`config.mk`:
```
export PLATFORM = sky130hd
export DESIGN_NAME = prometheus_fx3_stream_scheduler
export DESIGN_NICKNAME = d
export VERILOG_FILES = /design/src/rtl/prometheus_fx3_pkg.sv /design/src/rtl/prometheus_fx3_quota_counter.sv /design/src/rtl/prometheus_fx3_stream_scheduler.sv
export SDC_FILE = /design/constraint.sdc
export NUM_CORES = 1
export LEC_CHECK = 0
export ABC_AREA = 1
export BUFFER_PORTS_ARGS = -buffer_cell sky130_fd_sc_hd__buf_2
export CAP_MARGIN = 20
export CORE_UTILIZATION = 40
export DETAILED_ROUTE_END_ITERATION = 10
export SLEW_MARGIN = 10
export SYNTH_ARGS = -nofsm -noshare
export SYNTH_HDL_FRONTEND = slang
export SYNTH_SLANG_ARGS = --single-unit
```
`constraint.sdc`:
```
create_clock -name clk_100 -period 5.65 [get_ports clk_100]
set_input_delay 0.565 -clock clk_100 [delete_from_list [all_inputs] [get_ports clk_100]]
set_output_delay 0.565 -clock clk_100 [all_outputs]
set_load 0.01 [all_outputs]
```
`src/rtl/prometheus_fx3_pkg.sv`:
```
// Shared types and constants for the FX3 slave-FIFO stream scheduler.
package prometheus_fx3_pkg;

    typedef enum logic [1:0] {
        IDLE       = 2'd0,
        GRANT_IN   = 2'd1,
        GRANT_OUT  = 2'd2,
        TURNAROUND = 2'd3
    } sched_state_t;

    typedef enum logic {
        MODE_IN  = 1'b0,
        MODE_OUT = 1'b1
    } mode_t;

    localparam logic [1:0] DEFAULT_ADDR_IN  = 2'b00;
    localparam logic [1:0] DEFAULT_ADDR_OUT = 2'b11;
    localparam int unsigned STATS_W = 16;

endpackage

```
`src/rtl/prometheus_fx3_quota_counter.sv`:
```
// Per-grant beat counter: latches the quota on load, counts strobes
// (saturating), and flags the beat that exhausts a non-zero quota.
module prometheus_fx3_quota_counter #(
    parameter int unsigned QUOTA_W = 16
) (
    input  logic               clk_100,
    input  logic               rst_n,
    input  logic               load,
    input  logic               clear,
    input  logic               active,
    input  logic               strobe,
    input  logic [QUOTA_W-1:0] quota,
    output logic               last_beat
);

    localparam logic [QUOTA_W-1:0] ONE = QUOTA_W'(1);

    logic [QUOTA_W-1:0] quota_q;
    logic [QUOTA_W-1:0] count;

    always_ff @(posedge clk_100) begin
        if (!rst_n) begin
            quota_q <= '0;
            count   <= '0;
        end else if (load) begin
            quota_q <= quota;
            count   <= '0;
        end else if (clear) begin
            count   <= '0;
        end else if (active && strobe && (count != '1)) begin
            count   <= count + ONE;
        end
    end

    // Quota of zero means unlimited, so it never produces a terminal beat.
    assign last_beat = active && strobe && (quota_q != '0) && (count == quota_q - ONE);

endmodule

```
`src/rtl/prometheus_fx3_stream_scheduler.sv`:
```
// Round-robin GPIF bus arbiter between stream-in and stream-out engines.
// Optional grant statistics: define PROMETHEUS_FX3_SCHED_STATS_EN.
module prometheus_fx3_stream_scheduler
    import prometheus_fx3_pkg::*;
#(
    parameter int unsigned QUOTA_W           = 16,
    parameter int unsigned TURNAROUND_CYCLES = 3,
    parameter logic [1:0]  ADDR_IN           = DEFAULT_ADDR_IN,
    parameter logic [1:0]  ADDR_OUT          = DEFAULT_ADDR_OUT
) (
    input  logic               clk_100,
    input  logic               rst_n,
    input  logic               req_stream_in,
    input  logic               req_stream_out,
    input  logic [QUOTA_W-1:0] cfg_quota,
    input  logic               i_we_n_stream_in,
    input  logic               i_rd_n_stream_out,
    input  logic               i_oe_n_stream_out,
    output logic               stream_in_mode_selected,
    output logic               stream_out_mode_selected,
    output logic [1:0]         o_gpif_addr,
    output logic               o_gpif_we_n,
    output logic               o_gpif_rd_n,
    output logic               o_gpif_oe_n,
    output logic               o_busy,
    output logic [15:0]        o_grant_cnt_in,
    output logic [15:0]        o_grant_cnt_out
);

    localparam int unsigned TA_W = (TURNAROUND_CYCLES < 2) ? 1 : $clog2(TURNAROUND_CYCLES);
    localparam logic [TA_W-1:0] TA_LAST = TA_W'(TURNAROUND_CYCLES - 1);

    sched_state_t    state;
    sched_state_t    state_next;
    mode_t           rr_last;
    logic [1:0]      addr_q;
    logic [TA_W-1:0] ta_cnt;
    logic            grant_in_entry;
    logic            grant_out_entry;
    logic            leave_grant;
    logic            in_grant;
    logic            strobe_sel;
    logic            last_beat;

    always_ff @(posedge clk_100) begin
        if (!rst_n) state <= IDLE;
        else        state <= state_next;
    end

    always_comb begin
        state_next      = state;
        grant_in_entry  = 1'b0;
        grant_out_entry = 1'b0;
        leave_grant     = 1'b0;
        case (state)
            IDLE: begin
                if (req_stream_in && (!req_stream_out || rr_last == MODE_OUT)) begin
                    state_next     = GRANT_IN;
                    grant_in_entry = 1'b1;
                end else if (req_stream_out) begin
                    state_next      = GRANT_OUT;
                    grant_out_entry = 1'b1;
                end
            end
            GRANT_IN: begin
                if (!req_stream_in || last_beat) begin
                    state_next  = TURNAROUND;
                    leave_grant = 1'b1;
                end
            end
            GRANT_OUT: begin
                if (!req_stream_out || last_beat) begin
                    state_next  = TURNAROUND;
                    leave_grant = 1'b1;
                end
            end
            TURNAROUND: begin
                if (ta_cnt == TA_LAST) state_next = IDLE;
            end
            default: state_next = IDLE;
        endcase
    end

    always_ff @(posedge clk_100) begin
        if (!rst_n) begin
            rr_last <= MODE_OUT;
            addr_q  <= ADDR_IN;
            ta_cnt  <= '0;
        end else begin
            if (grant_in_entry)  addr_q <= ADDR_IN;
            if (grant_out_entry) addr_q <= ADDR_OUT;
            if (leave_grant)     rr_last <= (state == GRANT_IN) ? MODE_IN : MODE_OUT;
            ta_cnt <= (state == TURNAROUND) ? ta_cnt + TA_W'(1) : '0;
        end
    end

    assign in_grant   = (state == GRANT_IN) || (state == GRANT_OUT);
    assign strobe_sel = ((state == GRANT_IN)  && !i_we_n_stream_in) ||
                        ((state == GRANT_OUT) && !i_rd_n_stream_out);

    prometheus_fx3_quota_counter #(
        .QUOTA_W (QUOTA_W)
    ) u_quota (
        .clk_100   (clk_100),
        .rst_n     (rst_n),
        .load      (grant_in_entry || grant_out_entry),
        .clear     (leave_grant),
        .active    (in_grant),
        .strobe    (strobe_sel),
        .quota     (cfg_quota),
        .last_beat (last_beat)
    );

    // Strobes are also blocked while reset is asserted so no beat leaks mid-reset.
    always_comb begin
        stream_in_mode_selected  = (state == GRANT_IN);
        stream_out_mode_selected = (state == GRANT_OUT);
        o_gpif_addr              = addr_q;
        o_busy                   = (state != IDLE);
        o_gpif_we_n              = 1'b1;
        o_gpif_rd_n              = 1'b1;
        o_gpif_oe_n              = 1'b1;
        if (rst_n && state == GRANT_IN) begin
            o_gpif_we_n = i_we_n_stream_in;
        end else if (rst_n && state == GRANT_OUT) begin
            o_gpif_rd_n = i_rd_n_stream_out;
            o_gpif_oe_n = i_oe_n_stream_out;
        end
    end

`ifdef PROMETHEUS_FX3_SCHED_STATS_EN
    logic [STATS_W-1:0] grant_cnt_in_q;
    logic [STATS_W-1:0] grant_cnt_out_q;

    always_ff @(posedge clk_100) begin
        if (!rst_n) begin
            grant_cnt_in_q  <= '0;
            grant_cnt_out_q <= '0;
        end else begin
            if (grant_in_entry && grant_cnt_in_q != '1)
                grant_cnt_in_q <= grant_cnt_in_q + STATS_W'(1);
            if (grant_out_entry && grant_cnt_out_q != '1)
                grant_cnt_out_q <= grant_cnt_out_q + STATS_W'(1);
        end
    end

    assign o_grant_cnt_in  = grant_cnt_in_q;
    assign o_grant_cnt_out = grant_cnt_out_q;
`else
    assign o_grant_cnt_in  = '0;
    assign o_grant_cnt_out = '0;
`endif

endmodule

```
==> results.md <==
* Outcome: completed
* # resized after CTS at 0
* Leak at 1.40 nW
* Post-synth EDFFs at 0
* Type of origin of the critical path: flop
* Synth top area share at 0.285
* Setup CP Type: reg2reg
* Share of post-route cells with drive strength above 1 at 0.141
* Starting Density at 0.417
* Layout Cells excl Fill at 516
* Via-to-Cell Ratio at 4.46
* Area contributors post-synth: dfxtp_1 29%, nand2_1 12%, buf_4 9.3%
* CP Capture Type: flop
* Peak Freq at 0.426 GHz
* Area leader, netlist: dfxtp_1
* # nets final at 468
* TritonCTS Buffers at 5
* Avg Inst Size Synth at 6.53 um^2
* Synth Area in Adders at 0.0329
* Slew @ Worst Pin at 703 ps
* Vias in the first global route at 2,053
* ANT nets after route at 0
* Complex-gate fraction of the synthesized area at 0.0667
* Ports at 63
* Post-CTS Setup Inserts at 0
* Max H-tree Level at 2
* Total wire length at 5430 um
* Total GRT Usage at 0.165
* Max Cap Viol at 0
* IO Port Bufs at 30
* Register area share after synthesis at 0.285
* DR vias at 2,300
* Clock sink count at 38
* Initial DRT Pass Iterations at 4
* Mapped Area at 0.00267 mm^2
* Fin crit share at 0.416
* Final setup fails at 0
* Residual DRC at 0
* Dpl hpwl at 4290 um
* CTS Buffer Depth at 2
* Post-synthesis cell count at 408
* Initial antenna violation count at 0
* Maximum vdd drop at 0.000226 V
* Layout area overhead at 7.14%
* Commonest non-fill, non-tap cell in the layout: nand2_1
* Mux share of post-synthesis cell area at 0
* Wire per inst at 10.5 um
* ANT cells at 0
* CTS tree: yes
* Clock Tree Root: clkbuf_8
* Largest family of logic cells by synthesized area: simple AND/OR/NAND/NOR gates
* Worst Path Max Fanout at 6
* GRT Residual Overflow at 0
* Post-Synth XOR/XNOR Area at 0.0854
* Pin count of the biggest net entering global routing at 25
* Post-CTS Hold Buffers at 0
* Setup TNS at 0 ps
* Number of synthesized register bits at 38
* Die Height at 83.6 um
* Req. time, crit path at 5830 ps
* Final min period at 2350 ps
* WHS at 434 ps
* Slew margin rel. at 0.531
* Drt initial violations at 71
* Worst hold path type: reg2reg
* PD cells at 395 mW/mm^2
* Clk_lat worst skew at 290 ps
* Row count at 29
* Worst-path clk slew at 80 ps
* GP Congestion at 0.802
* Synth Area in Simple Gates at 0.339
* Yosys warnings at 0
* Cells after DPL at 508
* Core area at 0.00639 mm^2
* Async set-reset flop share out of synthesis at 0
* Top FF cell, synth: dfxtp_1
* Die ar. at 0.00699 mm^2
* Final Skew at 6.18 ps
* Fin. max-slew vios at 0
* RSZ-0062 raised after global routing: no
* Final Hold Viols at 0
* Critical path arrival at 2530 ps
* Global-route wire length before repair at 9300 um
* Die width at 83.6 um
* Post-synth cell types at 26
* Commonest non-fill, non-tap cells in the layout: 82 x nand2_1, 58 x inv_1, 57 x nor2_1
cell usage after synthesis (2+ instances only):
master	n
a21oi_1	12
and2_1	2
buf_4	33
clkbuf_1	4
dfxtp_1	38
ha_1	7
inv_1	58
nand2_1	82
nand2_2	4
nand3_1	23
nand3_2	2
nand3b_1	2
nand4_1	5
nor2_1	57
nor2_2	16
nor3_1	9
o21ai_0	21
xnor2_1	5
xor2_1	21
routing by layer:
metal | track usage | routed length [um] | vias up
li1 | - | - | 1254
met2 | 0.271 | 2540 | 52
met1 | 0.213 | 2640 | 990
met5 | 0 | 0 | -
met4 | 0.0539 | 38 | 0
met3 | 0.0376 | 219 | 4
where the power goes:
group / internal (mW) / switching, mW / leakage, nW
clock network: 0.123 / 0.0988 / 0.0575
registers: 0.316 / 0.0512 / 0.311
logic: 0.184 / 0.354 / 1.03
total: 0.623 / 0.504 / 1.40
cell type report:
cell class / count / area (um^2)
fillers: 680 / 3530
multi-input cells: 304 / 1520
flip-flops and latches: 38 / 761
inverters: 59 / 221
repair buffers: 30 / 150
clock buffers: 8 / 110
well taps: 77 / 96.3
metrics by stage:
stage               setup slack [ps]  instance area [um^2]  total power, mW  utilization
floorplan                       3650                  2780            0.814            -
global placement                3300                  2750            0.904        0.430
detailed placement              3300                  2750            0.908        0.430
CTS                             3310                  2860             1.13        0.447
global route                    2990                  2860             1.23        0.447
finish                          3300                  2860             1.13        0.447
flip-flops by register name (all words and copies together), names as in the netlist:
| name | count |
|---|---|
| u_quota.quota_q | 16 |
| u_quota.count | 16 |
| rr_last | 1 |
| state | 2 |
| ta_cnt | 2 |
| o_gpif_addr | 1 |
kinds of logic (layout without fill, tap and decap cells):
logic type      Yosys count  count (layout)
other cells               1              32
xor+xnor                 26              26
simple gates            204             204
buf+inv                  97              97
fa+ha+maj                 7               7
compound gates           35              35
flops                    38              38
critical path, cell delays in order (launching register included):
cell     delay (ps)
dfxtp_1         340
inv_1           100
ha_1            260
inv_1           100
nor2_1          120
o21ai_0         140
inv_1           120
nand2_2         100
nor2_1          230
nand3_1         200
nor2_1          210
nand4_1         120
xor2_1          160
nor2_1           60
worst paths after layout:
path                   from           endpoint  slack (ps)  cells after the start
hold / removal    ta_cnt[0]          ta_cnt[0]         430                      1
setup reg to reg   state[1]  u_quota.count[15]        3300                     13
setup / recovery   state[1]  u_quota.count[15]        3300                     13
hold reg to reg   ta_cnt[0]          ta_cnt[0]         430                      1
Power figures use the tool's default switching activity.
